--- src/rtl/floo_pkg.sv ---
// Shared types and helpers for the virtual-channel receive buffer.
// Optional feature macro used by the top: FLOO_VC_RX_ERR_EN (sticky multi-valid error flag).
package floo_pkg;

    // Upper bound on the number of virtual channels the helpers accept.
    localparam int unsigned MaxVirtChannels = 32;

    // Virtual-channel index wide enough for the largest supported configuration.
    typedef logic [$clog2(MaxVirtChannels)-1:0] vc_id_t;

    // True when more than one bit of the vector is set. Zero or one set bit is legal.
    function automatic logic is_multi_hot(input logic [MaxVirtChannels-1:0] vec);
        return (vec & (vec - MaxVirtChannels'(1))) != '0;
    endfunction

endpackage

--- src/rtl/floo_rx_fifo.sv ---
// Single virtual-channel FIFO: explicit-wrap pointers (any Depth >= 1),
// occupancy counter, no fall-through path from push to read data.
module floo_rx_fifo
    import floo_pkg::*;
#(
    parameter int unsigned Depth  = 2,
    parameter type         flit_t = logic
) (
    input  logic                       clk,
    input  logic                       rst,
    input  logic                       push,
    input  flit_t                      wdata,
    input  logic                       pop,
    output flit_t                      rdata,
    output logic [$clog2(Depth+1)-1:0] count
);

    localparam int unsigned PtrW = (Depth > 1) ? $clog2(Depth) : 1;
    localparam int unsigned CntW = $clog2(Depth + 1);

    logic [PtrW-1:0] rd_ptr;
    logic [PtrW-1:0] wr_ptr;
    logic [CntW-1:0] count_q;
    flit_t           mem [Depth];

    logic full;
    logic empty;
    logic do_push;
    logic do_pop;

    assign full    = (count_q == CntW'(Depth));
    assign empty   = (count_q == '0);
    // Guards make a push into a full FIFO or a pop from an empty one a no-op.
    assign do_push = push & ~full;
    assign do_pop  = pop & ~empty;

    // Pointer and occupancy state; pointers wrap at Depth-1 so non-power-of-two depths work.
    always_ff @(posedge clk) begin
        if (rst) begin
            rd_ptr  <= '0;
            wr_ptr  <= '0;
            count_q <= '0;
        end else begin
            if (do_push) begin
                wr_ptr <= (wr_ptr == PtrW'(Depth - 1)) ? '0 : wr_ptr + PtrW'(1);
            end
            if (do_pop) begin
                rd_ptr <= (rd_ptr == PtrW'(Depth - 1)) ? '0 : rd_ptr + PtrW'(1);
            end
            case ({do_push, do_pop})
                2'b10:   count_q <= count_q + CntW'(1);
                2'b01:   count_q <= count_q - CntW'(1);
                default: count_q <= count_q;
            endcase
        end
    end

    // Storage array; contents need no reset because count gates visibility.
    always_ff @(posedge clk) begin
        if (do_push) begin
            mem[wr_ptr] <= wdata;
        end
    end

    assign rdata = mem[rd_ptr];
    assign count = count_q;

endmodule

--- src/rtl/floo_vc_rx_buffer.sv ---
// Receive end of a virtual-channel link: demultiplexes one shared flit bus into
// per-VC FIFOs so that backpressure on one VC never stalls another.
// Optional feature macro: FLOO_VC_RX_ERR_EN enables the sticky err_o flag and a
// simulation check for more than one valid_i bit in a cycle; otherwise err_o is 0.
//
// Handshake: a transfer on a channel happens at a rising edge where both valid and
// ready are high. ready_o depends only on stored FIFO occupancy (never on valid_i or
// ready_i); valid_o/data_o are held stable by the FIFO until the matching ready_i.
module floo_vc_rx_buffer
    import floo_pkg::*;
#(
    parameter int unsigned NumVirtChannels = 1,
    parameter int unsigned Depth           = 2,
    parameter type         flit_t          = logic
) (
    input  logic                       clk_i,
    input  logic                       rst_i,
    input  logic [NumVirtChannels-1:0] valid_i,
    output logic [NumVirtChannels-1:0] ready_o,
    input  flit_t                      data_i,
    output logic [NumVirtChannels-1:0] valid_o,
    input  logic [NumVirtChannels-1:0] ready_i,
    output flit_t                      data_o [NumVirtChannels],
    output logic                       err_o
);

    localparam int unsigned CntW = $clog2(Depth + 1);

    for (genvar v = 0; v < NumVirtChannels; v++) begin : g_vc
        logic [CntW-1:0] count;
        logic            vc_ready;
        logic            vc_valid;

        // Ready/valid come straight from the registered occupancy of this VC.
        assign vc_ready   = (count != CntW'(Depth));
        assign vc_valid   = (count != '0);
        assign ready_o[v] = vc_ready;
        assign valid_o[v] = vc_valid;

        floo_rx_fifo #(
            .Depth  (Depth),
            .flit_t (flit_t)
        ) i_fifo (
            .clk   (clk_i),
            .rst   (rst_i),
            .push  (valid_i[v] & vc_ready),
            .wdata (data_i),
            .pop   (vc_valid & ready_i[v]),
            .rdata (data_o[v]),
            .count (count)
        );
    end

`ifdef FLOO_VC_RX_ERR_EN
    logic err_q;
    logic multi_hot;

    assign multi_hot = is_multi_hot(MaxVirtChannels'(valid_i));

    // Sticky error: any cycle with several valid bits latches err until reset.
    always_ff @(posedge clk_i) begin
        if (rst_i) begin
            err_q <= 1'b0;
        end else if (multi_hot) begin
            err_q <= 1'b1;
        end
    end

    assign err_o = err_q;

    multi_valid_chk : assert property (@(posedge clk_i) disable iff (rst_i) !multi_hot)
        else $warning("floo_vc_rx_buffer: more than one valid_i bit set");
`else
    assign err_o = 1'b0;
`endif

endmodule

--- config.mk ---
export PLATFORM = sky130hd
export DESIGN_NAME = floo_vc_rx_buffer
export DESIGN_NICKNAME = d
export VERILOG_FILES = /design/src/rtl/floo_pkg.sv /design/src/rtl/floo_rx_fifo.sv /design/src/rtl/floo_vc_rx_buffer.sv
export SDC_FILE = /design/constraint.sdc
export NUM_CORES = 1
export LEC_CHECK = 0
export CAP_MARGIN = 5
export CORE_AREA = 2 2 39 41
export CTS_CLUSTER_DIAMETER = 150
export DETAILED_ROUTE_END_ITERATION = 16
export DIE_AREA = 0 0 41 43
export PLACE_DENSITY = 0.55
export SYNTH_ARGS = -nofsm -noshare
export SYNTH_HDL_FRONTEND = slang
export SYNTH_SLANG_ARGS = --single-unit
export TNS_END_PERCENT = 20
--- constraint.sdc ---
create_clock -name clk_i -period 1.7 [get_ports clk_i]
set_input_delay 0.17 -clock clk_i [delete_from_list [all_inputs] [get_ports clk_i]]
set_output_delay 0.17 -clock clk_i [all_outputs]
set_load 0.03 [all_outputs]
==> flow_summary.json, run 1 <==
{
  "die_h_um": 43,
  "irDropWorstVdd_v": 0.0005305,
  "io_pins": 9,
  "sw_frac_of_total_pct": 35.88,
  "cts_tree": "yes",
  "r2r-start": "g_vc[0].i_fifo.count[0]",
  "drive_gt1_share_pct": 17.95,
  "start_util_pct": 22.06,
  "ff2ff_setup_slack_ns": 0.14,
  "gp_congestion": 0.5907,
  "fillCellCount": 154,
  "hp-class": "reg2reg",
  "num_vias": 211,
  "synthCells": 29,
  "yosysWarnings": 0,
  "yosys.area.top_type": "dfxtp_1",
  "rsz0062_at_grt": "false",
  "num_rows": 14,
  "synth_edf_count": 2,
  "area_growth_syn_to_layout_pct": 36.89,
  "hp-start": "g_vc[0].i_fifo.rd_ptr",
  "avgSynthCellArea_um2": 10.53,
  "ant_nets": 0,
  "dr.pass1.iters": 2,
  "first_global_vias": 207,
  "yosysUniqueCellTypes": 20,
  "die-area_um2": 1763,
  "grt_pass1_wl_um": 786,
  "pwr-share-clk_pct": 19.9,
  "grt_overflow": 0,
  "whs_path_depth": 2,
  "htreeDepth": 1,
  "numCtsBuffers": 3,
  "ys_async_sr_fraction_pct": 0,
  "clock.fmax_ghz": 0.6129,
  "drv_slew": 0,
  "via_per_inst": 3.836,
  "skew_ns": 0.002157,
  "path_class": "reg2out",
  "clock-sinks": 7,
  "clk_root_buffer_cell": "clkbuf_4",
  "synth.cell_area_um2": 305.3,
  "combPwrFrac_pct": 44.5,
  "diodes": 0,
  "switchingPower_mw": 0.2681,
  "wirelength_um": 453,
  "synthFlopType": "dfxtp_1",
  "ys_seq_area_share_pct": 52.46,
  "yosys.area.top_type_share_pct": 32.79,
  "critPathMaxFanout": 1,
  "cp_data_arrival_time_ns": 1.46,
  "nets": 46,
  "setup_violations": 0,
  "core_area_um2": 1384,
  "synth_area_leaders": "dfxtp_1 (33%), edfxtp_1 (20%), xnor2_1 (5.7%)",
  "yosys_register_bits": 7,
  "critPathCaptureType": "primary output",
  "grt_usage_pct": 7.467,
  "clk_latency_ns": 0.25,
  "fin_crit_ns": 1.632,
  "p_per_area_nw_per_um2": 1788,
  "p_int_mw": 0.4792,
  "worstPathRequired_ns": 1.53,
  "wl_per_cell_um": 8.236,
  "cap_violations": 0,
  "dpl_cell_area_um2": 390.4,
  "status": "completed",
  "clock_path_buffers": 2,
  "r2r_cells": 5,
  "hold_violations": 0,
  "grt_start_max_net_pins": 6,
  "clkTransAtPathRegs_ns": 0.05,
  "cellLeakagePower_nw": 0.1784,
  "drc_errors": 0,
  "fp.dieW_um": 41,
  "antenna_found_initial": 0,
  "portBuffers": 7,
  "fin_setup_tns_ns": 0,
  "startpoint_type": "flip-flop",
  "drt_iter0_markers": 3,
  "final_area_um2": 417.9,
  "period_share_pct": 95.97,
  "yosysMostFrequentCell": "dfxtp_1",
  "yosys-top-cells-count": "dfxtp_1 (5), nor2_1 (3), a21oi_1 (2), edfxtp_1 (2), xnor2_1 (2)",
  "r2r_end": "g_vc[0].i_fifo.count[1]",
  "p_seq_share_pct": 35.6,
  "cts-hold-fix-buffers": 0,
  "synth_nets": 35
}
==> kinds of logic (layout without fill, tap and decap cells) <==
family	after synthesis	in the layout	share of synthesized area [%]
buffers and inverters	2	12	3.688
AND/OR/NAND/NOR	9	9	15.58
AO/OA/AOI/OAI	5	5	10.66
adder cells (fa/ha/maj)	1	1	4.098
other	1	1	1.228
multiplexers	1	1	3.688
flip-flops	7	7	52.46
XOR/XNOR	3	3	8.608
==> power by group through the flow <==
stage                     combinational [mW]  clock, mW  sequential [mW]
after global placement                 0.341          0            0.270
final                                  0.332      0.149            0.266
after detailed placement               0.344          0            0.270
after floorplan                        0.252          0            0.262
after global routing                   0.370      0.166            0.273
after CTS                              0.339      0.157            0.267
==> area by class of cell <==
cell class | count | area, um^2 | area share (%)
Timing Repair Buffer | 7 | 71.32 | 17.07
Sequential cell | 7 | 160.2 | 38.32
Clock buffer | 4 | 26.28 | 6.287
Inverter | 1 | 3.754 | 0.8982
Multi-Input combinational cell | 20 | 136.4 | 32.63
Tap cell | 16 | 20.02 | 4.790
==> metrics by stage <==
step / hold WS, ns / utilization (%) / power (mW) / instances / worst slack [ns]
after floorplan: 0.2391 / - / 0.5134 / 29 / 0.1283
after global placement: 0.4993 / 28.21 / 0.6112 / 51 / 0.06048
after detailed placement: 0.4997 / 28.21 / 0.6145 / 51 / 0.03845
after CTS: 0.4999 / 30.02 / 0.7636 / 55 / 0.02932
after global routing: 0.5134 / 30.20 / 0.8081 / 55 / 0.003483
final: 0.5112 / 30.20 / 0.7473 / 55 / 0.06849
==> worst max-delay path, stage by stage (launching register included) <==
cell             delay, ns
dfxtp_1               0.31
mux2_2                0.32
clkdlybuf4s50_1       0.59
==> placed cells by master, fill, tap and decap left out, drive strengths merged <==
| master | count |
|---|---|
| nand2 | 1 |
| dlygate4sd2 | 1 |
| clkbuf | 4 |
| nand3b | 1 |
| edfxtp | 2 |
| conb | 1 |
| o21a | 1 |
| or3 | 1 |
| a21bo | 1 |
| ha | 1 |
| or2 | 1 |
| o21ai | 1 |
| nand2b | 1 |
| dlymetal6s2s | 1 |
| xor2 | 1 |
| and3 | 1 |
| dfxtp | 5 |
| clkdlybuf4s50 | 5 |
| nor2 | 3 |
| mux2 | 1 |
| xnor2 | 2 |
| a21oi | 2 |
| inv | 1 |
==> worst max-delay path by stage <==
stage / start / end / slack, ns / cells after the start
final: flip-flop / data_o / 0.07 / 2
after floorplan: g_vc[0].i_fifo.count[0] / g_vc[0].i_fifo.count[1] / 0.13 / 5
after detailed placement: valid_i / g_vc[0].i_fifo.count[1] / 0.04 / 5
after global placement: valid_i / g_vc[0].i_fifo.count[1] / 0.06 / 5
after CTS: g_vc[0].i_fifo.count[0] / valid_o / 0.03 / 2
after global routing: flip-flop / data_o / 0.003 / 2
==> what timing repair did <==
item                       in CTS  in global routing
setup buffers                   0                  0
resized for setup               1                  1
setup endpoints to repair       1                  1
==> per-layer routing <==
metal	global-route usage [%]	share of wire (%)	up-vias
li1	-	-	115
met1	8.170	49	92
met2	8.750	45	4
met4	8.000	0	0
met3	4.712	6.4	0
met5	0	0	-
No activity file was read; power rests on OpenSTA's default activity.
==> run 2, diff against run 1 <==
--- a/config.mk
+++ b/config.mk
@@ -10,7 +10,7 @@
 export CTS_CLUSTER_DIAMETER = 150
 export DETAILED_ROUTE_END_ITERATION = 16
 export DIE_AREA = 0 0 41 43
-export PLACE_DENSITY = 0.55
+export PLACE_DENSITY = 0.57
 export SYNTH_ARGS = -nofsm -noshare
 export SYNTH_HDL_FRONTEND = slang
 export SYNTH_SLANG_ARGS = --single-unit
==> constraint.sdc (replaced) <==
create_clock -name clk_i -period 1.4 [get_ports clk_i]
set_input_delay 0.14 -clock clk_i [delete_from_list [all_inputs] [get_ports clk_i]]
set_output_delay 0.14 -clock clk_i [all_outputs]
set_load 0.03 [all_outputs]
==> run 2 against run 1 <==
Against the previous run:
- clock skew rose by 0.0036 ns
- total power rose by 43%
- cell area rose by 15%
- sequential power rose by 31%
- die area did not move
- via count rose by 27%
==> flow_summary.json, run 2 (synthesis results as in run 1) <==
{
  "final_core_util_pct": 34.63,
  "status": "completed",
  "rsz0062_at_grt": "true",
  "dr.pass1.iters": 4,
  "period_share_pct": 99.76,
  "grt_usage_pct": 9.447,
  "setup_slack_ns": 0.003326,
  "clkTransAtPathRegs_ns": 0.05,
  "dpl.hpwl_um": 508.7,
  "nets": 51,
  "final_cell_mix": "buf_4 (5), clkdlybuf4s50_1 (4), nor2_1 (3), dfxtp_1 (3), clkbuf_4 (3)",
  "first_global_vias": 263,
  "pre_cts_slack_ns": -0.2078,
  "power_mw": 1.070,
  "ant_nets": 0,
  "grt_pass1_wl_um": 986,
  "portBuffers": 7,
  "critPathCaptureType": "flip-flop",
  "clock-sinks": 7,
  "num_rows": 14,
  "grt_start_max_net_pins": 6,
  "drc_errors": 0,
  "combPwrFrac_pct": 50.5,
  "drt_iter0_markers": 4,
  "wl_per_cell_um": 11.07,
  "io_pins": 9,
  "layout_commonest_cell": "buf_4",
  "fin_setup_tns_ns": 0,
  "irDropWorstVdd_v": 0.0005423,
  "num_vias": 267,
  "cap_violations": 0,
  "setup_violations": 0,
  "clock.fmax_ghz": 0.7160,
  "p_per_area_nw_per_um2": 2232,
  "gp_congestion": 0.6920,
  "die-area_um2": 1763,
  "startpoint_type": "flip-flop",
  "clk_latency_ns": 0.25,
  "cts_tree": "yes",
  "clock_path_buffers": 2,
  "htreeDepth": 1,
  "pwr-share-clk_pct": 17.0,
  "p_int_mw": 0.6729,
  "cellLeakagePower_nw": 0.1962,
  "core_area_um2": 1384,
  "worstPathRequired_ns": 1.58,
  "area_growth_syn_to_layout_pct": 56.97,
  "drv_slew": 0,
  "fp.dieW_um": 41,
  "clk_root_buffer_cell": "clkbuf_4",
  "antenna_found_initial": 0,
  "diodes": 0,
  "drive_gt1_share_pct": 45.45,
  "path_class": "reg2reg",
  "cp_data_arrival_time_ns": 1.58,
  "die_h_um": 43,
  "sw_frac_of_total_pct": 37.09,
  "via_per_inst": 4.450,
  "switchingPower_mw": 0.3967,
  "skew_ns": 0.005769,
  "numCtsBuffers": 3,
  "hp-class": "in2reg",
  "wirelength_um": 664,
  "hold_violations": 0,
  "fin_crit_ns": 1.397,
  "p_seq_share_pct": 32.5,
  "grt_overflow": 0,
  "start_util_pct": 22.06,
  "critPathMaxFanout": 4
}
## run 2: final timing paths
kind,cells after the start,end,slack (ns),startpoint
min reg2reg,2,flip-flop,0.51,g_vc[0].i_fifo.rd_ptr
max reg2reg,4,g_vc[0].i_fifo.count[1],0.003,g_vc[0].i_fifo.count[0]
max,4,g_vc[0].i_fifo.count[1],0.003,g_vc[0].i_fifo.count[0]
min,1,g_vc[0].i_fifo.mem[1],0.49,data_i
## run 2: worst max-delay path, cell delays in order (launching register included)
cell     delay (ns)
dfxtp_4        0.36
o21a_4         0.23
ha_4           0.23
or3_1          0.38
a21oi_2        0.12
## run 2: cell type report
| type | instances | area, um^2 |
|---|---|---|
| Multi-Input combinational cell | 20 | 167.7 |
| Clock buffer | 4 | 26.28 |
| Inverter | 1 | 3.754 |
| Fill cell | 147 | 904.6 |
| Sequential cell | 7 | 165.2 |
| Timing Repair Buffer | 12 | 96.34 |
| Tap cell | 16 | 20.02 |
## run 2: routing by layer
| layer | wire (um) | track usage [%] | vias up | share of wire (%) |
|---|---|---|---|---|
| met5 | 0 | 0 | - | 0 |
| met2 | 362 | 15.94 | 11 | 55 |
| met3 | 39 | 6.283 | 2 | 5.9 |
| li1 | - | - | 124 | - |
| met4 | 21 | 6.000 | 0 | 3.2 |
| met1 | 240 | 7.097 | 130 | 36 |
## run 2: power by group through the flow
| stage | clock [mW] | combinational (mW) | sequential [mW] |
|---|---|---|---|
| final | 0.181 | 0.540 | 0.348 |
| after global placement | 0 | 0.505 | 0.340 |
| after detailed placement | 0 | 0.526 | 0.345 |
| after global routing | 0.207 | 0.589 | 0.361 |
| after CTS | 0.189 | 0.498 | 0.345 |
| after floorplan | 0 | 0.340 | 0.327 |
## run 2: repair_timing
item	in CTS	in global routing
pin swaps	2	1
gates resized for setup	4	8
buffers inserted	0	1
endpoints found under the setup margin	4	3
cloned	0	0
hold buffers	0	0
## run 2: through the flow
| step | instance area [um^2] | hold WS, ns | instances |
|---|---|---|---|
| floorplan | 329.1 | 0.2050 | 29 |
| CTS | 465.4 | 0.4862 | 59 |
| detailed placement | 441.7 | 0.5104 | 55 |
| finish | 479.2 | 0.4935 | 60 |
| global placement | 441.7 | 0.5013 | 55 |
| global route | 479.2 | 0.4831 | 60 |
